<file path="src/rtl/fifo_write_arbiter.sv">
// Round-robin arbiter sharing one FIFO write port among NUM_REQ valid/ready producers.
// Optional macro FIFO_ARB_PRIORITY0_EN: producer 0 is high priority with unlimited bursts.
module fifo_write_arbiter #(
    parameter int NUM_REQ     = 4,
    parameter int WORD_LENGTH = 8,
    parameter int BURST_LEN   = 4,
    parameter int CNT_WIDTH   = $clog2(BURST_LEN) + 1
) (
    input  logic                           i_clk,
    input  logic                           i_reset,
    input  logic [NUM_REQ-1:0]             i_req_valid,
    input  logic [NUM_REQ*WORD_LENGTH-1:0] i_req_data,
    output logic [NUM_REQ-1:0]             o_req_ready,
    input  logic                           i_fifo_full,
    output logic                           o_fifo_write_en,
    output logic [WORD_LENGTH-1:0]         o_fifo_data,
    output logic [NUM_REQ-1:0]             o_grant,
    output logic                           o_busy
);

    localparam int IDX_W = (NUM_REQ > 1) ? $clog2(NUM_REQ) : 1;

    typedef enum logic [0:0] {S_IDLE, S_GRANT} state_t;

    state_t               state_q, state_d;
    logic [NUM_REQ-1:0]   grant_q, grant_d;
    logic [IDX_W-1:0]     gidx_q, gidx_d;
    logic [IDX_W-1:0]     rr_ptr_q, rr_ptr_d;
    logic [CNT_WIDTH-1:0] burst_cnt_q, burst_cnt_d;

    logic                 pick_found;
    logic [IDX_W-1:0]     pick_idx;
    logic [IDX_W-1:0]     next_ptr;
    logic                 is_prio;
    logic                 xfer;

    // First valid requester at or above rr_ptr, wrapping around.
    always_comb begin
        int unsigned cand;
        cand       = 0;
        pick_found = 1'b0;
        pick_idx   = '0;
        for (int unsigned i = 0; i < NUM_REQ; i++) begin
            cand = (int'(rr_ptr_q) + i) % NUM_REQ;
            if (!pick_found && i_req_valid[cand]) begin
                pick_found = 1'b1;
                pick_idx   = IDX_W'(cand);
            end
        end
`ifdef FIFO_ARB_PRIORITY0_EN
        if (i_req_valid[0]) begin
            pick_found = 1'b1;
            pick_idx   = '0;
        end
`endif
    end

    assign next_ptr = (gidx_q == IDX_W'(NUM_REQ - 1)) ? '0 : gidx_q + IDX_W'(1);

    always_comb begin
        state_d         = state_q;
        grant_d         = grant_q;
        gidx_d          = gidx_q;
        rr_ptr_d        = rr_ptr_q;
        burst_cnt_d     = burst_cnt_q;
        o_req_ready     = '0;
        o_fifo_write_en = 1'b0;
        o_fifo_data     = '0;
        o_busy          = 1'b0;
        xfer            = 1'b0;
`ifdef FIFO_ARB_PRIORITY0_EN
        is_prio         = (gidx_q == '0);
`else
        is_prio         = 1'b0;
`endif
        case (state_q)
            S_IDLE: begin
                if (pick_found) begin
                    grant_d     = NUM_REQ'(1) << pick_idx;
                    gidx_d      = pick_idx;
                    burst_cnt_d = '0;
                    state_d     = S_GRANT;
                end
            end
            S_GRANT: begin
                o_busy              = 1'b1;
                o_req_ready[gidx_q] = ~i_fifo_full;
                xfer                = i_req_valid[gidx_q] & ~i_fifo_full;
                o_fifo_write_en     = xfer;
                o_fifo_data         = i_req_data[gidx_q*WORD_LENGTH +: WORD_LENGTH];
                // Withdraw, or the last burst word actually transferring, ends the grant.
                if (!i_req_valid[gidx_q] ||
                    (xfer && !is_prio && burst_cnt_q == CNT_WIDTH'(BURST_LEN - 1))) begin
                    state_d = S_IDLE;
                    grant_d = '0;
                    if (!is_prio) rr_ptr_d = next_ptr;
                end else if (xfer && !is_prio) begin
                    burst_cnt_d = burst_cnt_q + CNT_WIDTH'(1);
                end
            end
            default: begin
                state_d = S_IDLE;
                grant_d = '0;
            end
        endcase
    end

    assign o_grant = grant_q;

    always_ff @(posedge i_clk or posedge i_reset) begin
        if (i_reset) begin
            state_q     <= S_IDLE;
            grant_q     <= '0;
            gidx_q      <= '0;
            rr_ptr_q    <= '0;
            burst_cnt_q <= '0;
        end else begin
            state_q     <= state_d;
            grant_q     <= grant_d;
            gidx_q      <= gidx_d;
            rr_ptr_q    <= rr_ptr_d;
            burst_cnt_q <= burst_cnt_d;
        end
    end

endmodule

</file>
<file path="config.mk">
export PLATFORM = sky130hd
export DESIGN_NAME = fifo_write_arbiter
export DESIGN_NICKNAME = d
export VERILOG_FILES = /design/src/rtl/fifo_write_arbiter.sv
export SDC_FILE = /design/constraint.sdc
export NUM_CORES = 1
export LEC_CHECK = 0
export ABC_AREA = 1
export BUFFER_PORTS_ARGS = -buffer_cell sky130_fd_sc_hd__buf_2
export CAP_MARGIN = 20
export CORE_AREA = 2 2 53 55
export DETAILED_ROUTE_END_ITERATION = 16
export DIE_AREA = 0 0 55 57
export GPL_ROUTABILITY_DRIVEN = 0
export HOLD_SLACK_MARGIN = 0.1
export PLACE_DENSITY = 0.84
export SYNTH_ARGS = -nofsm -noshare
export SYNTH_HDL_FRONTEND = slang
export SYNTH_SLANG_ARGS = --single-unit
export TNS_END_PERCENT = 30
</file>
<file path="constraint.sdc">
create_clock -name i_clk -period 3.51 [get_ports i_clk]
set_input_delay 0.702 -clock i_clk [delete_from_list [all_inputs] [get_ports i_clk]]
set_output_delay 0.702 -clock i_clk [all_outputs]
set_load 0.02 [all_outputs]
</file>
==> summary.md <==
| Metric | Value |
|---|---|
| Number of fillers in the final layout | 263 |
| Critical path, cell by cell | inv_1, nand2_1, nand2_1, nand2_1, o21ai_2, nand2_1, nor2_1, buf_2 |
| Area fraction of the dominant cell type after synthesis | 23.8% |
| GR peak layer | met2 |
| Met3 track demand over resource | 1.83% |
| Total detailed-routing wirelength | 3060 um |
| Die height | 57 um |
| Placeable core area | 2620 um^2 |
| Clock slew at reported path FFs | 70 ps |
| Worst-skew pair later-pin latency | 270 ps |
| Syn_area_per_cell | 5.90 um^2 |
| Library cell with the largest summed area after synthesis | sky130_fd_sc_hd__dfrtp_1 |
| Peak per-stage delay on the critical path | 600 ps |
| Detail Placement HPWL | 2400 um |
| Leakage power | 0.913 nW |
| Family with the most delay on the worst path | buffers and inverters |
| Result of the run | complete, no violations |
| Congestion Overflow GR | 0 |
| Post-synth design cell area | 1260 um^2 |
| Wire length of the first global-routing pass | 5090 um |
| Starting density of the core | 48.3% |
| Wire length per cell | 10.3 um |
| Post-route cell area | 1550 um^2 |
| Peak clock frequency supported by timing | 350 MHz |
| Setup slack, reg-to-reg | 1350 ps |
| Ratio of routed vias to standard cells | 4.86 |
| Power per cell area | 914 nW/um^2 |
| Horizontal die dimension | 55 um |
| Initial antenna violation count | 0 |
| Worst min path class | input pin to async pin |
| Inserted Diodes | 0 |
| Detailed Routing Iterations Pass 1 | 4 |
| Share of synthesized area occupied by flip-flops and latches | 23.8% |
| CTS tree | built |
| Register bit total from synthesis | 12 |
| Critical path class | register to primary output |
| Final Hold Fails | 0 |
| Cell Rows | 19 |
| Slowest-stage cell, CP | sky130_fd_sc_hd__dfrtp_1 |
| Pin count of the biggest net entering global routing | 23 |
| Unrepaired setup endpoints after global routing | false |
| Final setup fails | 0 |
| Final nets | 311 |
| Endpoint required time on the critical path | 2810 ps |
| Count of antenna-violating nets left after detailed routing | 0 |
| First DRT Iteration DRCs | 43 |
| Hold Buf Count CTS | 0 |
| Maximum clock path buffer count | 2 |
| Number of buffers added by the clock tree synthesis step | 3 |
| Transition at the pin with the smallest max-transition slack | 593 ps |
| Synth top area cells | sky130_fd_sc_hd__dfrtp_1 24%, sky130_fd_sc_hd__nand2_1 17%, sky130_fd_sc_hd__nor2_1 13%, sky130_fd_sc_hd__o21ai_0 8.7%, sky130_fd_sc_hd__nand3_1 7.5% |
| Total Negative Setup Slacks | 0 ps |
| Area added between synthesis and finish | 22.7% |
| Number of cells on the worst reg-to-reg path | 10 |
| Clock tree sinks | 12 |
| Yosys warnings | 0 |
| Remaining max-slew budget at the tightest pin | 60.5% |
| Most numerous cell on the critical path | sky130_fd_sc_hd__nand2_1 |
| Capture instance of the worst register-to-register path | rr_ptr_q[0] |
| Worst EP arrival | 2160 ps |
| Worst path buffer plus inverter count | 2 |
| Met1 Track Usage GR | 29.1% |
| Root Driver | sky130_fd_sc_hd__clkbuf_4 |
| Crit path capture type | primary output |
| Skew final | 2.09 ps |
| Max FO, Critical Path | 22 |
| Remaining DRCs | 0 |
| Number of cells produced by synthesis | 214 |
| Proportion of layout cells with a drive suffix above 1 | 27.9% |
| Count of instances resized after the clock tree is built | 0 |
| Pins over their slew limit | 0 |
| Post-CTS setup-driven buffer insertion count | 0 |
| Via count of the first global-routing pass | 1,224 |
| FF-to-FF Start | gidx_q[0] |
| Number of primary I/O pins | 57 |
| Met2 Usage GRT | 35.5% |
| Count of H-tree levels built during CTS | 1 |
| Library cells used by synthesis | 22 |
| Maximum ir drop on the vdd rail | 0.512 mV |
| Total GRT Usage | 21.4% |
| Via Count | 1,438 |
| Max-cap violations | 0 |
| Post-detailed-placement cell area | 1510 um^2 |
| Total nets after synthesis | 259 |
| Tcrit/Tclk final | 81.4% |
| Category of the worst setup path launch point | register |
| IO Port Bufs | 56 |
| Final critical delay including setup and external delays | 2860 ps |
| Die footprint | 3140 um^2 |
## stage by stage
step | cells | power (W) | worst slack [ps] | util, % | hold WS [ps]
2_1_floorplan | 214 | 0.00113 | 1310 | - | 475
3_3_place_gp | 292 | 0.00129 | 1000 | 57.8 | 489
3_5_place_dp | 292 | 0.00130 | 954 | 57.8 | 500
4_1_cts | 296 | 0.00142 | 660 | 59.2 | 428
5_1_grt | 296 | 0.00158 | 426 | 59.2 | 461
6_report | 296 | 0.00142 | 652 | 59.2 | 420
## placed cells by master, fill, tap and decap left out, types with 2 or more instances in the layout
cell type / instances
sky130_fd_sc_hd__dfrtp_1: 12
sky130_fd_sc_hd__clkbuf_4: 3
sky130_fd_sc_hd__inv_1: 19
sky130_fd_sc_hd__o21ai_0: 22
sky130_fd_sc_hd__buf_2: 56
sky130_fd_sc_hd__nor2_1: 45
sky130_fd_sc_hd__nand3_2: 2
sky130_fd_sc_hd__a21oi_1: 9
sky130_fd_sc_hd__nand2_2: 6
sky130_fd_sc_hd__inv_2: 3
sky130_fd_sc_hd__nand3_1: 19
sky130_fd_sc_hd__nand2_1: 56
sky130_fd_sc_hd__ha_1: 6
## logic make-up (layout without fill, tap and decap cells)
kind of cell / after synthesis / count (layout) / synth area share [%]
AND/OR/NAND/NOR: 132 / 132 / 44.9
AO/OA/AOI/OAI: 33 / 33 / 13.4
buffers and inverters: 31 / 82 / 12.0
flip-flops: 12 / 12 / 23.8
adder cells (fa/ha/maj): 6 / 6 / 5.95
## routing by layer
metal / vias to the layer above / routed length, um
met5: - / 0
met1: 634 / 1410
met3: 4 / 113
met2: 24 / 1510
li1: 776 / -
met4: 0 / 23
## registers in the layout (all words and copies together), names as in the netlist
name / count
o_grant: 4
burst_cnt_q: 3
gidx_q: 2
rr_ptr_q: 2
state_q: 1
## layout make-up
type	instances	area, um^2	share of cell area, %
flip-flops and latches	12	300	19.4
inverters	22	82.6	5.33
well taps	31	38.8	2.50
clock buffers	4	36.3	2.34
multi-input cells	171	811	52.3
repair buffers	56	280	18.1
## worst max-delay path by stage
stage | depth (start not counted) | slack (ps) | endpoint | from
finish | 8 | 650 | o_fifo_write_en | gidx_q[0]
global route | 8 | 430 | o_fifo_write_en | gidx_q[0]
CTS | 8 | 660 | o_fifo_write_en | gidx_q[0]
detailed placement | 8 | 950 | o_fifo_write_en | gidx_q[0]
global placement | 8 | 1000 | o_fifo_write_en | gidx_q[0]
floorplan | 7 | 1310 | o_req_ready[0] | gidx_q[0]
## Yosys cell counts, drive strengths merged
cell type and instances:
o21ai 24, a21oi 9, ha 6, nor2 46
nand4 1, clkbuf 3, buf 6, nand2 63
dfrtp 12, and2 1, inv 22, nand3 21
## report_power, final
part / switching [W] / internal [W] / total [W]
registers: 0.0000965 / 0.000199 / 0.000295
logic: 0.000672 / 0.000340 / 0.00101
clock network: 0.0000445 / 0.0000631 / 0.000108
(Power assumes the default switching activity.)
